--- config.mk ---
export PLATFORM = sky130hd
export DESIGN_NAME = cia_icr
export DESIGN_NICKNAME = d
export VERILOG_FILES = /design/src/rtl/cia_pkg.sv /design/src/rtl/cia_negedge.sv /design/src/rtl/cia_icr.sv
export SDC_FILE = /design/constraint.sdc
export NUM_CORES = 1
export LEC_CHECK = 0
export ABC_CLOCK_PERIOD_IN_PS = 1770
export CORE_MARGIN = 4
export CORE_UTILIZATION = 43
export CTS_BUF_LIST = sky130_fd_sc_hd__clkbuf_4
export DETAILED_ROUTE_END_ITERATION = 7
export MAX_ROUTING_LAYER = met4
export PLACE_DENSITY_LB_ADDON = 0.25
export SYNTH_ARGS = -nofsm -noshare
export SYNTH_HDL_FRONTEND = slang
export SYNTH_SLANG_ARGS = --single-unit
--- constraint.sdc ---
create_clock -name clk -period 1.77 [get_ports clk]
set_clock_uncertainty 0.15 [all_clocks]
set_input_delay 0.354 -clock clk [delete_from_list [all_inputs] [get_ports clk]]
set_output_delay 0.354 -clock clk [all_outputs]
set_load 0.01 [all_outputs]
--- src/rtl/cia_pkg.sv ---
// Shared CIA types and constants.
//   reg4_t / reg8_t : register address and data bus types
//   icr_t           : ICR read layout {ir, unused[1:0], flag, sp, tod, tb, ta}
//   ICR_ADDR        : register number of the interrupt control register
//   ICR_TA..ICR_FLG : bit positions of the individual interrupt sources
package cia;

  typedef logic [3:0] reg4_t;
  typedef logic [7:0] reg8_t;

  typedef struct packed {
    logic       ir;
    logic [1:0] unused;
    logic       flg;
    logic       sp;
    logic       tod;
    logic       tb;
    logic       ta;
  } icr_t;

  localparam reg4_t ICR_ADDR = 4'hD;

  localparam int ICR_TA  = 0;
  localparam int ICR_TB  = 1;
  localparam int ICR_TOD = 2;
  localparam int ICR_SP  = 3;
  localparam int ICR_FLG = 4;

endpackage

--- src/rtl/cia_negedge.sv ---
// Falling-edge detector for an asynchronous pad.
//   clk     : system clock
//   rst     : asynchronous active-high reset
//   phi2_dn : PHI2 falling-edge strobe; the consumer samples neg on it
//   pin     : asynchronous pad input (idle high)
//   neg     : a falling edge was seen and not yet consumed at phi2_dn
module cia_negedge (
  input  logic clk,
  input  logic rst,
  input  logic phi2_dn,
  input  logic pin,
  output logic neg
);

  logic sync_p0, sync_p1, sync_p2;
  logic pend;

  // Synchroniser plus one history stage; reset to the idle-high level so
  // leaving reset never fabricates an edge.
  always_ff @(posedge clk or posedge rst) begin
    if (rst) begin
      sync_p0 <= 1'b1;
      sync_p1 <= 1'b1;
      sync_p2 <= 1'b1;
    end else begin
      sync_p0 <= pin;
      sync_p1 <= sync_p0;
      sync_p2 <= sync_p1;
    end
  end

  // Edge is held until the next phi2_dn consumes it; a level held low
  // produces no further edges.
  always_ff @(posedge clk or posedge rst) begin
    if (rst) begin
      pend <= 1'b0;
    end else begin
      pend <= (sync_p2 & ~sync_p1) | (pend & ~phi2_dn);
    end
  end

  assign neg = pend;

endmodule

--- src/rtl/cia_icr.sv ---
// CIA interrupt control register (register $D).
//   clk, res_n       : system clock, asynchronous active-low reset
//   phi2_up, phi2_dn : PHI2 edge strobes; state changes only on phi2_dn
//   rd, we, addr     : bus read cycle, write strobe, register address
//   data             : write data (bit 7 = set/clear, bits 4:0 = mask bits)
//   ta_int..sp_int   : one-PHI2-cycle event pulses from timers, TOD, serial
//   flag             : asynchronous FLAG pad, falling edge active
//   icr_rd           : {ir, 2'b00, flags[4:0]}
//   irq_n            : interrupt request, active low
module cia_icr
  import cia::*;
#(
  parameter int IRQ_DELAY = 1,
  parameter bit TB_BUG    = 1'b1
) (
  input  logic  clk,
  input  logic  res_n,
  input  logic  phi2_up,
  input  logic  phi2_dn,
  input  logic  rd,
  input  logic  we,
  input  reg4_t addr,
  input  reg8_t data,
  input  logic  ta_int,
  input  logic  tb_int,
  input  logic  tod_int,
  input  logic  sp_int,
  input  logic  flag,
  output reg8_t icr_rd,
  output logic  irq_n
);

  logic [4:0] flags, mask;
  logic       ir;
  logic       ir_req_p1;

  logic       rst_int;
  logic       flg_neg;
  logic       sel, wr, clr;
  logic [4:0] src, flags_nxt, mask_nxt;
  logic       req_nxt, ir_nxt;
  icr_t       icr_v;
  logic       unused_ok;

  assign unused_ok = &{1'b0, phi2_up, data[6:5]};

  assign rst_int = ~res_n;

  cia_negedge u_flag_edge (
    .clk     (clk),
    .rst     (rst_int),
    .phi2_dn (phi2_dn),
    .pin     (flag),
    .neg     (flg_neg)
  );

  assign sel = (addr == ICR_ADDR);
  assign wr  = we && sel;
  // A write wins over a simultaneous read, so the read-clear is suppressed.
  assign clr = rd && sel && !wr;

  always_comb begin
    src           = '0;
    src[ICR_TA]   = ta_int;
    // The 6526 loses a timer B underflow that lands in the ICR read cycle.
    src[ICR_TB]   = tb_int & ~(TB_BUG & clr);
    src[ICR_TOD]  = tod_int;
    src[ICR_SP]   = sp_int;
    src[ICR_FLG]  = flg_neg;

    // New events are applied after the read-clear so they survive it.
    flags_nxt = (clr ? 5'b0 : flags) | src;

    mask_nxt = mask;
    if (wr) begin
      if (data[7]) mask_nxt = mask | data[4:0];
      else         mask_nxt = mask & ~data[4:0];
    end

    req_nxt = |(flags_nxt & mask_nxt);

    // ir is sticky: only a read (or reset) drops it, never a mask clear.
    if (IRQ_DELAY == 0) ir_nxt = (clr ? 1'b0 : ir) | req_nxt;
    else                ir_nxt = clr ? 1'b0 : (ir | ir_req_p1);
  end

  // phi2_dn stage boundary: flags, mask, request pipeline, ir
  always_ff @(posedge clk or negedge res_n) begin
    if (!res_n) begin
      flags     <= '0;
      mask      <= '0;
      ir        <= 1'b0;
      ir_req_p1 <= 1'b0;
    end else if (phi2_dn) begin
      flags     <= flags_nxt;
      mask      <= mask_nxt;
      ir        <= ir_nxt;
      ir_req_p1 <= (IRQ_DELAY != 0) ? req_nxt : 1'b0;
    end
  end

  always_comb begin
    icr_v        = '0;
    icr_v.ir     = ir;
    icr_v.flg    = flags[ICR_FLG];
    icr_v.sp     = flags[ICR_SP];
    icr_v.tod    = flags[ICR_TOD];
    icr_v.tb     = flags[ICR_TB];
    icr_v.ta     = flags[ICR_TA];
  end

  assign icr_rd = icr_v;
  assign irq_n  = ~ir;

endmodule

; ---- Word-level counts from Yosys, hierarchy flattened
; Cells that the tools add are included.
[totals]
regBits = 16
in_bits = 23
[classes]
bitwise = 14
n_reduce_logical = 5
n_eq_ne = 1
n_mux = 4
[op_table]
columns = cell, n
row1 = two-way mux 5 bit, 3
row2 = bitwise AND 5 bit, 2
row3 = bitwise OR 5 bit, 2
row4 = inverter 5 bit, 1
row5 = OR reduction 5 bit, 1
row6 = "== test 4 bit, second input constant", 1
row7 = inverter 1 bit, 4
row8 = bitwise AND 1 bit, 3
row9 = logical AND 1 bit, 3
row10 = bitwise OR 1 bit, 2
row11 = zero test 1 bit, 1
row12 = two-way mux 1 bit, 1

; ---- Depth between registers and ports, before layout
; Gate-level depths: netlist of the first run.
[logic_depth]
word_depth = 9
depth_mapped = 6
mapped_depth_nobuf = 5

; ---- Cells and area by module
; A second synthesis of the first run with hierarchy kept.
[unflattened]
hier_cells = 84
area_unflattened_um2 = 847.1
[modules_own_cells]
columns = module, area_each_um2, cells_per_inst, seq_area_each_um2, n_inst
row1 = cia_icr, 719.4, 76, 300.3, 1
row2 = cia_negedge, 127.6, 8, 103.8, 1

; ---- Worst setup path after synthesis of the first run
; Ideal clock, no wire load.
[synth_path]
path_type = input port to flip-flop
startpoint = input port addr[1]
endpoint = register ir_req_p1
slack_ns = 0.232
required_ns = 1.488
t_arrival_ns = 1.257
cell_stages = 5
cell_sequence = nand4b_2 o21ai_0 a211oi_1 o41ai_2 o21ai_1
[synth_between]
elab_chain_cells = 9
[synth_rtl]
columns = item, line_no
row1 = "start, declared", cia_icr.sv:22  ; input reg4_t addr,
row2 = == test 4 bit (*), cia_icr.sv:57  ; assign sel = (addr == ICR_ADDR);
row3 = logical AND 1 bit, cia_icr.sv:58  ; assign wr = we && sel;
row4 = zero test 1 bit, cia_icr.sv:60  ; assign clr = rd && sel && !wr;
row5 = logical AND 1 bit, cia_icr.sv:60
row6 = inverter 1 bit, cia_icr.sv:66  ; src[ICR_TB] = tb_int & ~(TB_BUG & clr);
row7 = bitwise AND 1 bit, cia_icr.sv:66
row8 = bitwise OR 5 bit, cia_icr.sv:72  ; flags_nxt = (clr ? 5'b0 : flags) | src;
row9 = bitwise AND 5 bit (*), cia_icr.sv:80  ; req_nxt = |(flags_nxt & mask_nxt);
row10 = OR reduction 5 bit (*), cia_icr.sv:80
row11 = "end signal, assigned", cia_icr.sv:98  ; ir_req_p1 <= (IRQ_DELAY != 0) ? req_nxt : 1'b0;
row12 = "end, declared", cia_icr.sv:35  ; logic ir_req_p1;
; Mark *: on every way between the ends. The rest lies on a longest branch, timed or not.
; A chain may end at the register's enable or synchronous reset.

; ---- Worst setup path in the final report of the first run
[layout_path]
startpoint = register flags[4]
endpoint = output port icr_rd[4]
[layout_rtl]
columns = item, line_no
row1 = "start, declared", cia_icr.sv:33  ; logic [4:0] flags, mask;
row2 = "start signal, assigned", cia_icr.sv:95  ; flags <= flags_nxt;
row3 = "end, declared", cia_icr.sv:29  ; output reg8_t icr_rd,
; No word-level cell between the ends.

==> results of run 1 <==
[cells by family (layout without fill, tap and decap cells)]
kind of cell | Yosys count | in the layout
AO/OA/AOI/OAI | 25 | 25
AND/OR/NAND/NOR | 21 | 21
flip-flops | 16 | 16
buffers and inverters | 12 | 44
multiplexers | 6 | 6
other | 1 | 2
[stage by stage]
step | area, um2 | util | cells | setup slack, ps | power [mW]
floorplan | 833 | - | 82 | 232 | 0.494
global placement | 1130 | 0.634 | 133 | -310 | 0.573
detailed placement | 1130 | 0.634 | 133 | -352 | 0.580
CTS | 1160 | 0.649 | 137 | -32.9 | 0.777
global route | 1250 | 0.702 | 139 | -22.2 | 0.834
finish | 1250 | 0.702 | 139 | 37.0 | 0.795
[registers in the layout, summed over array words and instances (netlist names)]
register,cells
u_flag_edge.sync_p1,1
mask,5
u_flag_edge.neg,1
ir,1
ir_req_p1,1
u_flag_edge.sync_p2,1
u_flag_edge.sync_p0,1
flags,5
[routing by layer]
metal / share of wire / vias to the layer above / track usage
met3: 0.055 / 6 / 0.0287
met5: 0 / - / -
met4: 0.023 / 0 / 0.0873
met1: 0.40 / 373 / 0.172
met2: 0.52 / 29 / 0.282
li1: - / 352 / -
[final timing paths]
| path | to |
|---|---|
| hold reg to reg | u_flag_edge.sync_p1$_DFF_PN1_ |
| setup reg to reg | ir_req_p1$_DFFE_PN0P_ |
| hold / removal | u_flag_edge.sync_p1$_DFF_PN1_ |
| setup / recovery | icr_rd[4] |
| max in group asynchronous | u_flag_edge.sync_p0$_DFF_PN1_ |
| min in group asynchronous | mask[2]$_DFFE_PN0P_ |
[area by class of cell]
cell class,instances,area [um2]
fill,135,532
inverter,5,18.8
sequential,16,404
timing repair buffer,35,345
clock inverter,1,3.75
tap,25,31.3
clock buffer,3,22.5
multi-input combinational,54,425
[cell usage in the layout, fill, tap and decap left out, types with 2 or more instances in the layout]
cell / synthesis / layout
dfstp_2: 3 / 3
conb_1: 1 / 2
mux2_2: 4 / 4
dfrtp_1: 13 / 13
nand2_1: 10 / 10
nor2_1: 2 / 2
inv_1: 5 / 5
clkbuf_4: 0 / 3
o21ai_2: 0 / 3
dlymetal6s2s_1: 0 / 7
a21oi_1: 4 / 4
o21ai_1: 3 / 3
a31oi_2: 0 / 2
nand4_1: 2 / 2
buf_4: 3 / 7
clkdlybuf4s50_1: 0 / 18
nor3_2: 0 / 2
a22o_1: 4 / 4
[report_power, final]
part | internal (mW) | leakage, nW | switching [mW]
combinational | 0.101 | 0.398 | 0.0766
clock | 0.0818 | 0.0154 | 0.119
sequential | 0.398 | 0.175 | 0.0192
[what timing repair did]
action | CTS | global route
gates resized for setup | 2 | 24
setup endpoints to repair | 3 | 3
gates cloned | 0 | 1
pin swaps | 0 | 9
buffers inserted | 0 | 1
==> summary.txt, run 1 <==
GRT
  • Grt ovf: 0
  • GRT Total Usage: 0.162
  • Initial antenna violation count: 0
  • First-pass GRT wire length: roughly 3100 um
  • Vias in the first global route: a little under 800
  • Largest net degree at the start of global routing: 17

Final layout
  • Area growth, synth to finish: 50.8%
  • Proportion of layout cells with a drive suffix above 1: 0.298
  • Final Net Count: 138
  • # diodes: 0

Setup path
  • Levels on crit path: 1
  • Critical path buffers and inverters: 1
  • Crit end category: output port
  • CP Launch Point: flags[4]$_DFFE_PN0P_
  • CP cell instances: clkdlybuf4s50_1
  • Crit Path Max Fanout: 3
  • Reg2reg start: mask[2]$_DFFE_PN0P_
  • CP top delay family: buffers and inverters
  • Startpoint types: register
  • Crit path DAT: approximately 1200 ps
  • WP data required: around 1300 ps
  • FF-to-FF path depth: 4
  • Setup slack, reg-to-reg: 480 ps
  • Crit-path slowest cell: clkdlybuf4s50_1
  • CP peak stage delay: about 550 ps
  • Critical path type: reg2out

Timing
  • Minimum clock period: about 1700 ps
  • Setup TNS: 0 ps
  • Final Setup Violations: 0
  • Max Fclk: between 0.5 and 0.6 GHz
  • Final period util: 0.979
  • Fin Hold WS: between 200 and 250 ps
  • Final hold vios: 0
  • Slew Viols, Final: 0

Power and ir drop
  • PD cells: ~640 nW/um2
  • VDD IR max: around 0.00037 V
  • Leak pwr: around 0.6 nW

Yosys
  • Most frequent cell after synthesis: dfrtp_1
  • Synth Area in Simple Gates: 0.139
  • Mapped Cells: 81
  • Synth area leaders: dfrtp_1, dfstp_2, mux2_2
  • Post-Syn Area: roughly 830 um2
  • Fraction of registers with async set/reset: 1.00
  • Distinct cell type count after synthesis: 33
  • Commonest cells post-synth: dfrtp_1, nand2_1, inv_1
  • Sequential share of the synthesized area: 0.487
  • Post-Syn Area per Cell: between 10 and 15 um2
  • Post-synthesis mux area share: 0.0799
  • Compound-Gate Fraction of Synth Area: 0.211
  • Synth top area share: 0.392
  • Xor/xnor cell area share of the yosys netlist: 0
  • Flops & latches, synth: 16
  • Yosys top cell by area: dfrtp_1
  • Ys flop type: dfrtp_1
  • Post-Synth Adder-Cell Area: 0
  • EDFF count, synth: 0
  • Largest family of logic cells by synthesized area: compound AO/OA/AOI/OAI gates
  • Warnings from Yosys: 0

Floorplan
  • Die H: approximately 52 um
  • Starting Density: 0.465
  • # rows: 15
  • Core Box Area: ~1800 um2
  • Die Width: about 52 um
  • Die area: 2700 um2
  • Ports: 32

Min path
  • Hold Startpoint: u_flag_edge.sync_p0$_DFF_PN1_
  • Worst hold path type: reg2reg
  • Hold Crit Depth: 0

Routing
  • 1st-iter DRT viols: 12
  • Post-DRT Antenna Nets: 0
  • DRC violations left: 0
  • Drt total wl: 2150 um
  • Pre-antenna DRT Iters: 4
  • DR vias: 760
  • Average vias per placed instance: 5.47
  • Routed length per instance: about 15 um

Outcome
  • Outcome: complete, no violations

Place
  • Port-buffer cells: 26
  • Final HPWL DP: 1510 um
  • GP Congestion: ~0.76

CTS
  • Hold buffer count at CTS: 0
  • Htree depth: 1
  • # clock sinks: 16
  • Clock root buffer: clkbuf_4
  • CTS clk-pin slew, worst paths: 100 ps
  • Clock Path Buffers: 2
  • CTS Buf Count: 3
  • Skew-Pair Late Insertion Delay: 290 ps
  • CTS tree: yes

Flow run
  • Maxcap violations: 0
Note: power is estimated with default switching activity, not from simulation.
==> run 2: changes to the inputs <==
--- a/config.mk
+++ b/config.mk
@@ -5,7 +5,7 @@
 export SDC_FILE = /design/constraint.sdc
 export NUM_CORES = 1
 export LEC_CHECK = 0
-export ABC_CLOCK_PERIOD_IN_PS = 1770
+export ABC_CLOCK_PERIOD_IN_PS = 1700
 export CORE_MARGIN = 4
 export CORE_UTILIZATION = 43
 export CTS_BUF_LIST = sky130_fd_sc_hd__clkbuf_4
==> constraint.sdc (replaced) <==
create_clock -name clk -period 1.7 [get_ports clk]
set_clock_uncertainty 0.15 [all_clocks]
set_input_delay 0.34 -clock clk [delete_from_list [all_inputs] [get_ports clk]]
set_output_delay 0.34 -clock clk [all_outputs]
set_load 0.01 [all_outputs]
==> summary.txt, run 2 (same netlist as run 1, synthesis figures left out) <==
Routing
  • Drt total wl: about 2000 um
  • Average vias per placed instance: about 5.2
  • Routed length per instance: between 10 and 15 um
  • Pre-antenna DRT Iters: 4
  • DRC violations left: 0
  • Post-DRT Antenna Nets: 0
  • DR vias: between 700 and 800
  • 1st-iter DRT viols: 8

Setup path
  • Startpoint types: input pin
  • Setup slack, reg-to-reg: 400 ps
  • FF-to-FF path depth: 4
  • WP data required: about 1700 ps
  • CP peak stage delay: 480 ps
  • Crit end category: register
  • Reg2reg start: mask[0]$_DFFE_PN0P_
  • Critical path type: in2reg
  • CP Launch Point: data[3]
  • Crit path DAT: about 1600 ps
  • Crit-path slowest cell: clkdlybuf4s50_1
  • Crit Path Max Fanout: 2
  • CP cell instances: clkdlybuf4s50_1 -> nand2_1 -> o21ai_2 -> a21boi_2 -> o41ai_2 -> o21ai_1
  • R2r endpoint: ir_req_p1$_DFFE_PN0P_

Timing
  • Final Setup Violations: 0
  • RSZ-0062 raised after global routing: no
  • Final period util: 0.945
  • Max Fclk: around 0.62 GHz
  • Final hold vios: 0
  • Slew Viols, Final: 0
  • Fin Hold WS: slightly above 200 ps
  • Minimum clock period: roughly 1600 ps

Floorplan
  • Starting Density: 0.465
  • Ports: 32
  • # rows: 15
  • Die H: around 52 um
  • Core Box Area: about 1800 um2
  • Die Width: around 52 um
  • Die area: around 2700 um2

CTS
  • Clock root buffer: clkbuf_4
  • # clock sinks: 16
  • CTS tree: yes
  • CTS clk-pin slew, worst paths: around 90 ps
  • Clock Path Buffers: 2
  • CTS Buf Count: 3
  • Skew-Pair Late Insertion Delay: roughly 280 ps
  • Hold buffer count at CTS: 0
  • Htree depth: 1

GRT
  • GRT Total Usage: 0.158
  • First-pass GRT wire length: approximately 3100 um
  • Grt ovf: 0
  • Vias in the first global route: around 690
  • Largest net degree at the start of global routing: 17
  • Initial antenna violation count: 0

Final layout
  • Proportion of layout cells with a drive suffix above 1: 0.336
  • Area growth, synth to finish: 55.5%
  • Final Net Count: 140
  • # diodes: 0
  • Design area: approximately 1300 um2
  • Most frequent cells in the layout: dfrtp_1, clkdlybuf4s50_1, nand2_1
  • Filler instances: roughly 130
  • Biggest regs: flags x5, mask x5

Place
  • Port-buffer cells: 26
  • Final HPWL DP: between 1000 and 1500 um
  • Post-DP Area: approximately 1100 um2
  • GP Congestion: about 0.82

Min path
  • Worst hold path type: reg2reg
  • Hold Startpoint: u_flag_edge.sync_p0$_DFF_PN1_
  • Hold Crit Depth: 0
  • Hold endpoint: u_flag_edge.sync_p1$_DFF_PN1_

Power and ir drop
  • PD cells: about 640 nW/um2
  • Leak pwr: between 0.6 and 0.7 nW
  • VDD IR max: 0.000449 V

Flow run
  • Maxcap violations: 0

Outcome
  • Outcome: complete, no violations
[run 2: what timing repair did]
item | 4_1_cts | 5_1_grt
endpoints found under the hold margin | 0 | 0
setup buffers | 0 | 4
gates resized for setup | 11 | 25
pin swaps | 2 | 11
setup endpoints to repair | 12 | 5
[run 2: worst max-delay path by stage]
stage / to / slack [ps] / cells after the start
2_1_floorplan: ir_req_p1$_DFFE_PN0P_ / 180 / 5
3_3_place_gp: mask[2]$_DFFE_PN0P_ / -340 / 5
3_5_place_dp: ir_req_p1$_DFFE_PN0P_ / -400 / 6
4_1_cts: ir_req_p1$_DFFE_PN0P_ / -70 / 6
5_1_grt: ir_req_p1$_DFFE_PN0P_ / 20 / 6
6_report: ir_req_p1$_DFFE_PN0P_ / 90 / 6
[run 2: area by class of cell]
cell class	count	area (um2)	share of cell area
sequential	16	404	0.313
clock buffer	3	22.5	0.0175
inverter	5	18.8	0.0145
multi-input combinational	54	452	0.350
clock inverter	1	3.75	0.00291
tap	25	31.3	0.0242
timing repair buffer	37	358	0.277
[run 2: metal layers]
metal | wire [um] | global-route usage | part of all wire
met3 | 112 | 0.0573 | 0.054
met1 | 868 | 0.205 | 0.42
met4 | 39 | 0.0306 | 0.019
met5 | 0 | - | 0
met2 | 1040 | 0.238 | 0.51
[run 2: power breakdown]
part           switching (mW)  total, mW  internal (mW)
Clock                   0.117      0.202         0.0853
Combinational          0.0830      0.190          0.107
Sequential             0.0201      0.434          0.414
[run 2: per-stage QoR]
stage          utilization  setup TNS, ps  setup slack, ps  cells  total power [mW]
5_1_grt              0.724              0             22.6    141             0.870
4_1_cts              0.644          -69.0            -69.0    137             0.803
3_5_place_dp         0.634          -2900             -395    133             0.602
3_3_place_gp         0.634          -2650             -343    133             0.598
6_report             0.724              0             94.3    141             0.826
2_1_floorplan            -              0              176     82             0.514
[run 2: worst max-delay path, delay by kind of cell]
kind / cells / cell delay [ps]
compound gates: 4 / 710
buf+inv: 1 / 480
simple gates: 1 / 90
